--- src/rtl/pipe_stage_if.sv ---
// Handshake bundle for pipe_stage: upstream offer, downstream delivery, flush and occupancy.
// The master modport is the environment side; the slave modport is the stage itself.
interface pipe_stage_if #(
    parameter int unsigned DATA_W = 87
);
    logic              flush;
    logic              in_valid;
    logic              in_ready;
    logic [DATA_W-1:0] in_data;
    logic              out_valid;
    logic              out_ready;
    logic [DATA_W-1:0] out_data;
    logic [1:0]        occ;

    modport master (
        output flush,
        output in_valid,
        output in_data,
        output out_ready,
        input  in_ready,
        input  out_valid,
        input  out_data,
        input  occ
    );

    modport slave (
        input  flush,
        input  in_valid,
        input  in_data,
        input  out_ready,
        output in_ready,
        output out_valid,
        output out_data,
        output occ
    );
endinterface

--- src/rtl/pipe_stage.sv ---
// Registered pipeline stage: output entry plus, when PIPE_STAGE_SKID_EN is defined,
// a skid entry so in_ready can be registered. Default build is a single-entry stage.
module pipe_stage #(
    parameter int unsigned       DATA_W    = 87,
    parameter logic [DATA_W-1:0] NOP_VALUE = '0
) (
    input logic         clk,
    input logic         rst_n,
    pipe_stage_if.slave bus
);

    typedef enum logic [1:0] {
        ST_EMPTY = 2'd0,
        ST_HOLD  = 2'd1,
        ST_SKID  = 2'd2
    } state_e;

    state_e            state_q, state_d;
    logic [DATA_W-1:0] out_data_q, out_data_d;
    logic              out_valid_q, out_valid_d;
    logic [1:0]        occ_q, occ_d;
    logic              in_ready_w;
    logic              acc, cons;

`ifdef PIPE_STAGE_SKID_EN
    logic [DATA_W-1:0] skid_data_q, skid_data_d;
    logic              in_ready_q, in_ready_d;

    assign in_ready_w = in_ready_q;
`else
    assign in_ready_w = !out_valid_q || bus.out_ready;
`endif

    assign acc  = bus.in_valid && in_ready_w;
    assign cons = out_valid_q && bus.out_ready;

    always_comb begin
        state_d    = state_q;
        out_data_d = out_data_q;
`ifdef PIPE_STAGE_SKID_EN
        skid_data_d = skid_data_q;
`endif
        if (bus.flush) begin
            // flush wins over any accept/consume on the same edge
            state_d    = ST_EMPTY;
            out_data_d = NOP_VALUE;
`ifdef PIPE_STAGE_SKID_EN
            skid_data_d = '0;
`endif
        end else begin
            case (state_q)
                ST_EMPTY: begin
                    if (acc) begin
                        state_d    = ST_HOLD;
                        out_data_d = bus.in_data;
                    end
                end
                ST_HOLD: begin
                    if (cons && acc) begin
                        out_data_d = bus.in_data;
                    end else if (cons) begin
                        state_d    = ST_EMPTY;
                        out_data_d = NOP_VALUE;
                    end
`ifdef PIPE_STAGE_SKID_EN
                    else if (acc) begin
                        state_d     = ST_SKID;
                        skid_data_d = bus.in_data;
                    end
`endif
                end
`ifdef PIPE_STAGE_SKID_EN
                ST_SKID: begin
                    // in_ready is low here, so only a consume can move things
                    if (cons) begin
                        state_d     = ST_HOLD;
                        out_data_d  = skid_data_q;
                        skid_data_d = '0;
                    end
                end
`endif
                default: begin
                    state_d    = ST_EMPTY;
                    out_data_d = NOP_VALUE;
                end
            endcase
        end

        out_valid_d = (state_d != ST_EMPTY);
        case (state_d)
            ST_HOLD: occ_d = 2'd1;
            ST_SKID: occ_d = 2'd2;
            default: occ_d = 2'd0;
        endcase
`ifdef PIPE_STAGE_SKID_EN
        in_ready_d = (state_d != ST_SKID);
`endif
    end

    always_ff @(posedge clk) begin
        if (!rst_n) begin
            state_q     <= ST_EMPTY;
            out_data_q  <= NOP_VALUE;
            out_valid_q <= 1'b0;
            occ_q       <= 2'd0;
`ifdef PIPE_STAGE_SKID_EN
            skid_data_q <= '0;
            in_ready_q  <= 1'b1;
`endif
        end else begin
            state_q     <= state_d;
            out_data_q  <= out_data_d;
            out_valid_q <= out_valid_d;
            occ_q       <= occ_d;
`ifdef PIPE_STAGE_SKID_EN
            skid_data_q <= skid_data_d;
            in_ready_q  <= in_ready_d;
`endif
        end
    end

    assign bus.in_ready  = in_ready_w;
    assign bus.out_valid = out_valid_q;
    assign bus.out_data  = out_data_q;
    assign bus.occ       = occ_q;

endmodule
--- src/flat_wrapper.sv ---
// flat-port wrapper written by rule: the top's interface ports become plain ports
module pipe_stage_flat 
#(
    parameter int unsigned       DATA_W    = 87,
    parameter logic [DATA_W-1:0] NOP_VALUE = '0
)
  (clk, rst_n, bus_flush, bus_in_valid, bus_in_data, bus_out_ready, bus_in_ready, bus_out_valid, bus_out_data, bus_occ);
  pipe_stage_if #(.DATA_W(DATA_W)) bus_i ();
  input logic clk;
  input logic rst_n;
  input wire logic [$bits(bus_i.flush)-1:0] bus_flush;
  input wire logic [$bits(bus_i.in_valid)-1:0] bus_in_valid;
  input wire logic [$bits(bus_i.in_data)-1:0] bus_in_data;
  input wire logic [$bits(bus_i.out_ready)-1:0] bus_out_ready;
  output wire logic [$bits(bus_i.in_ready)-1:0] bus_in_ready;
  output wire logic [$bits(bus_i.out_valid)-1:0] bus_out_valid;
  output wire logic [$bits(bus_i.out_data)-1:0] bus_out_data;
  output wire logic [$bits(bus_i.occ)-1:0] bus_occ;
  assign bus_i.flush = bus_flush;
  assign bus_i.in_valid = bus_in_valid;
  assign bus_i.in_data = bus_in_data;
  assign bus_i.out_ready = bus_out_ready;
  assign bus_in_ready = bus_i.in_ready;
  assign bus_out_valid = bus_i.out_valid;
  assign bus_out_data = bus_i.out_data;
  assign bus_occ = bus_i.occ;
  pipe_stage #(.DATA_W(DATA_W), .NOP_VALUE(NOP_VALUE)) u_core (.clk(clk), .rst_n(rst_n), .bus(bus_i));
endmodule
--- config.mk ---
export PLATFORM = sky130hd
export DESIGN_NAME = pipe_stage_flat
export DESIGN_NICKNAME = d
export VERILOG_FILES = /design/src/rtl/pipe_stage_if.sv /design/src/rtl/pipe_stage.sv /design/src/flat_wrapper.sv
export SDC_FILE = /design/constraint.sdc
export NUM_CORES = 1
export LEC_CHECK = 0
export ABC_AREA = 1
export BUFFER_PORTS_ARGS = -buffer_cell sky130_fd_sc_hd__buf_2
export CAP_MARGIN = 25
export CORE_ASPECT_RATIO = 1.2
export CORE_MARGIN = 1
export CORE_UTILIZATION = 53
export DETAILED_ROUTE_END_ITERATION = 12
export GPL_TIMING_DRIVEN = 0
export PLACE_DENSITY = 0.9
export REMOVE_ABC_BUFFERS = 1
export SYNTH_ARGS = -nofsm -noshare
export SYNTH_HDL_FRONTEND = slang
export SYNTH_SLANG_ARGS = --single-unit
export TNS_END_PERCENT = 30
--- constraint.sdc ---
create_clock -name clk -period 2.1 [get_ports clk]
set_input_delay 0.525 -clock clk [delete_from_list [all_inputs] [get_ports clk]]
set_output_delay 0.525 -clock clk [all_outputs]
set_load 0.05 [all_outputs]
==> flow_results.org <==
** GRT
- Largest net degree at the start of global routing :: 47
- Global routing used 25.5% of the available tracks across all layers.
- Via count of the first global-routing pass :: 4393
- The first global-routing pass estimated 19000 um of wire.
- For this run the aggregate overflow at the end of global routing stands at 0.
- The number of antenna violations at the first check in global routing was 0.

** Cells and area
- After routing the design area is 0.00587 mm^2.
- Area overhead of the layout relative to synthesis :: 25.4%
- Cells fill 68.5% of the core in the end.
- Final standard cell count with taps included and fillers excluded :: 1049
- Nets@finish :: 1019
- The number of antenna diodes in the final layout is 0.
- In the final layout, the share of cells above drive strength 1 is 23.4%.

** Floorplanning
- From left edge to right edge, the die measures 87.8 um.
- Number of ports placed on the die boundary :: 183
- Total core area :: 0.00856 mm^2
- Total number of placement rows :: 37
- Measured along the y axis, the die boundary spans 105 um.
- Initial Utilization :: 54.6%
- Die outline area :: 0.00921 mm^2

** Critical path
- Startpoint of the most critical register-to-register path :: u_core.state_q[0]
- Largest driver fanout on the critical path :: 38
- For this run, the slowest stage of the critical path takes 0.59 ns.
- Crit path launch :: u_core.state_q[0]
- Grouping stages by cell kind, the critical path spends the most delay in simple AND/OR/NAND/NOR gates.
- Reg2Reg Depth :: 6
- For the worst setup path, the data arrival time is 2.16 ns.
- For the worst setup path, the data required time is 2.38 ns.
- The worst setup path is of the reg -> reg kind.
- The worst setup path is launched from a register.
- Setup slack on the worst reg-to-reg path comes out at 0.22 ns.
- Buffers plus inverters on the worst setup path :: 2
- Traced cell by cell, the critical path runs through inv_2 -> nand3_2 -> buf_12 -> nand3_1 -> nand2_1 -> nor2_1.
- Critical path's slowest cell :: nand3_2
- The worst setup path is captured at a register.
- Worst r2r dst :: u_core.bus.out_data[66]

** Timing
- Final cycle utilization of the critical path :: 89.7%
- For the pin with the worst max-slew slack, the measured transition is 0.770 ns.
- After layout, the minimum clock period comes to 1.88 ns.
- Worst slew margin relative to its limit :: 48.6%
- Final count of hold timing violations :: 0
- For the final database, setup skew stands at 0.0145 ns.
- Setup repair after global routing left no endpoint under its margin.
- Final-report max-slew violation count :: 0
- Min setup slack post-route :: 0.216 ns
- Peak Freq :: 531 MHz
- Setup violations remaining at the end of the flow were counted as 0.

** Yosys
- In this run, distinct cell masters in the synthesized netlist total 17.
- Dominant synthesized flop cell :: dfxtp_1
- Cells after synthesis :: 780
- Top area cells in the synthesized netlist :: dfxtp_1 39%, nor2_1 21%, nand2_1 13%
- Most frequently used cell type in the post-synthesis netlist :: nor2_1
- Number of enable flip-flop cells after synthesis :: 0
- Seq cells post-synth :: 92
- Top post-synthesis cells by count :: 262 x nor2_1, 159 x nand2_1, 106 x nand3_1
- The share of synthesized area in the top cell type comes to 39.4%.
- Avg Synthesized Cell Area :: 6.00 um^2
- Share of async-settable or async-resettable flops after synthesis :: 0%
- Cell area after technology mapping :: 0.00468 mm^2
- Portion of the post-synthesis area used by sequential elements :: 39.4%
- Summed over all instances, the cell type with the most area after synthesis is dfxtp_1.
- Syn. warnings :: 0

** Drt
- After detailed routing, the average wire length per cell comes to 11.3 um.
- Vias after detailed routing :: 5013
- Drt drc :: 0
- Iteration count of the initial detailed-routing pass :: 5
- Final Routed Wirelength :: 11800 um
- Number of design-rule violations left by the first detailed-router iteration :: 296
- Once detail routing completed, the nets flagged for antenna violations numbered 0.
- Via-per-instance ratio :: 4.78

** Min path
- Origin of the worst min-delay path :: u_core.bus.out_data[29]
- Hold Path Cell Cnt :: 2
- Endpoint of the worst hold path :: u_core.bus.out_data[29]
- Hold WC Path Type :: reg -> reg

** Placed design
- Number of I/O port buffers :: 182
- Before CTS, the worst setup slack after placement is -0.754 ns.
- Detailed Place HPWL :: 7530 um
- Final weighted congestion of routability-driven global placement :: 0.764
- Dpl cell area :: 0.00557 mm^2
- Total placed cells including tap cells :: 1032

** CTS
- Total setup buffers inserted after CTS :: 0
- The tree built by TritonCTS fans out to 92 sinks.
- Worst-path clk slew :: 0.09 ns
- Hold repair after CTS inserted 0 buffers.
- The clock passes through at most 2 buffers.
- The clock tree synthesis step divided the H-tree into 3 levels.
- TritonCTS clock tree :: built
- Root Buffer :: clkbuf_8
- Latest clock arrival within the worst-skew pair :: 0.36 ns
- Counting the buffers created by CTS gives 9.

** Power and ir drop
- For this design the static power due to leakage is 3.08 nW.
- Total design power :: 4.16 mW
- Power density cells :: 709 mW/mm^2
- Largest voltage drop on the vdd net :: 0.375 mV

** Outcome
- The flow ran to the end, and the final reports show no timing, DRC or antenna violations.

** Job
- Max-cap violations :: 0
-- layer usage --
metal  vias up  share of wire (%)  track usage [%]
met5         -                  0                0
met4         0                2.2             9.95
met3        24                7.5             7.19
met2       196                 47             43.7
met1      2179                 43             29.3
li1       2614                  -                -
-- how the worst max path moves through the flow --
stage                                         end  cells past startpoint  slack, ns
final                     u_core.bus.out_data[66]                      6       0.22
after global routing      u_core.bus.out_data[66]                      6       0.08
after CTS                  u_core.bus.out_data[2]                      6      0.002
after detailed placement  u_core.bus.out_data[46]                      6      -0.75
after global placement    u_core.bus.out_data[83]                      6      -1.35
after floorplan            u_core.bus.out_data[0]                      6      -0.38
-- registers in the layout, indices dropped and copies added, names as in the netlist --
signal                flops
u_core.bus.occ            2
u_core.bus.out_valid      1
u_core.state_q            2
u_core.bus.out_data      87
-- timing repair --
action                     in CTS  in global routing
pin swaps                       1                  0
setup endpoints to repair      87                 62
gates cloned                    1                  0
resized for setup               9                  4
-- power by group --
part	leakage (nW)	total (mW)	internal (mW)	switching (mW)
Clock	0.106	1.33	0.708	0.625
Sequential	0.752	1.86	1.82	0.0428
Combinational	2.22	0.966	0.295	0.671
Total	3.08	4.16	2.82	1.34
-- tightest hold or removal path, stage by stage (launching register included) --
cell     delay, ns
dfxtp_1       0.33
nor2_1        0.04
nor2_1        0.08
-- area by class of cell --
cell class                 instances  area [um^2]
clock inverter                     5         83.8
fill                             762         2700
tap                              117          146
inverter                          94          363
sequential                        92         1850
clock buffer                      11          141
multi-input combinational        543         2280
timing repair buffer             187         1010
-- cells by family after synthesis --
kind of cell	after synthesis	synth area share [%]
other	1	0.0801
and+or+nand+nor	537	46.8
AOI/OAI and AO/OA	3	0.481
DFF	92	39.4
buffers and inverters	147	13.3
-- per-stage QoR --
stage                     hold slack [ns]  setup TNS, ns
after CTS                           0.486              0
after global placement              0.459        -102.27
final                               0.483              0
after global routing                0.504              0
after detailed placement            0.467         -58.31
after floorplan                     0.704         -20.96
-- cells in the final DEF, fill, tap and decap left out --
master and n:
inv_6 3, nand2_2 4, clkbuf_8 10, nand3_4 1, nand3_1 106, nand3_2 1, nand2_4 2, dfxtp_1 91
a211oi_1 3, conb_1 2, dfxtp_4 1, nand2_1 158, inv_2 2, buf_12 5, or2_1 1, inv_1 90
clkinvlp_4 2, clkbuf_1 1, buf_2 182, bufinv_16 2, nand2_8 3, nor2_1 262
No activity file was read; power rests on OpenSTA's default activity.
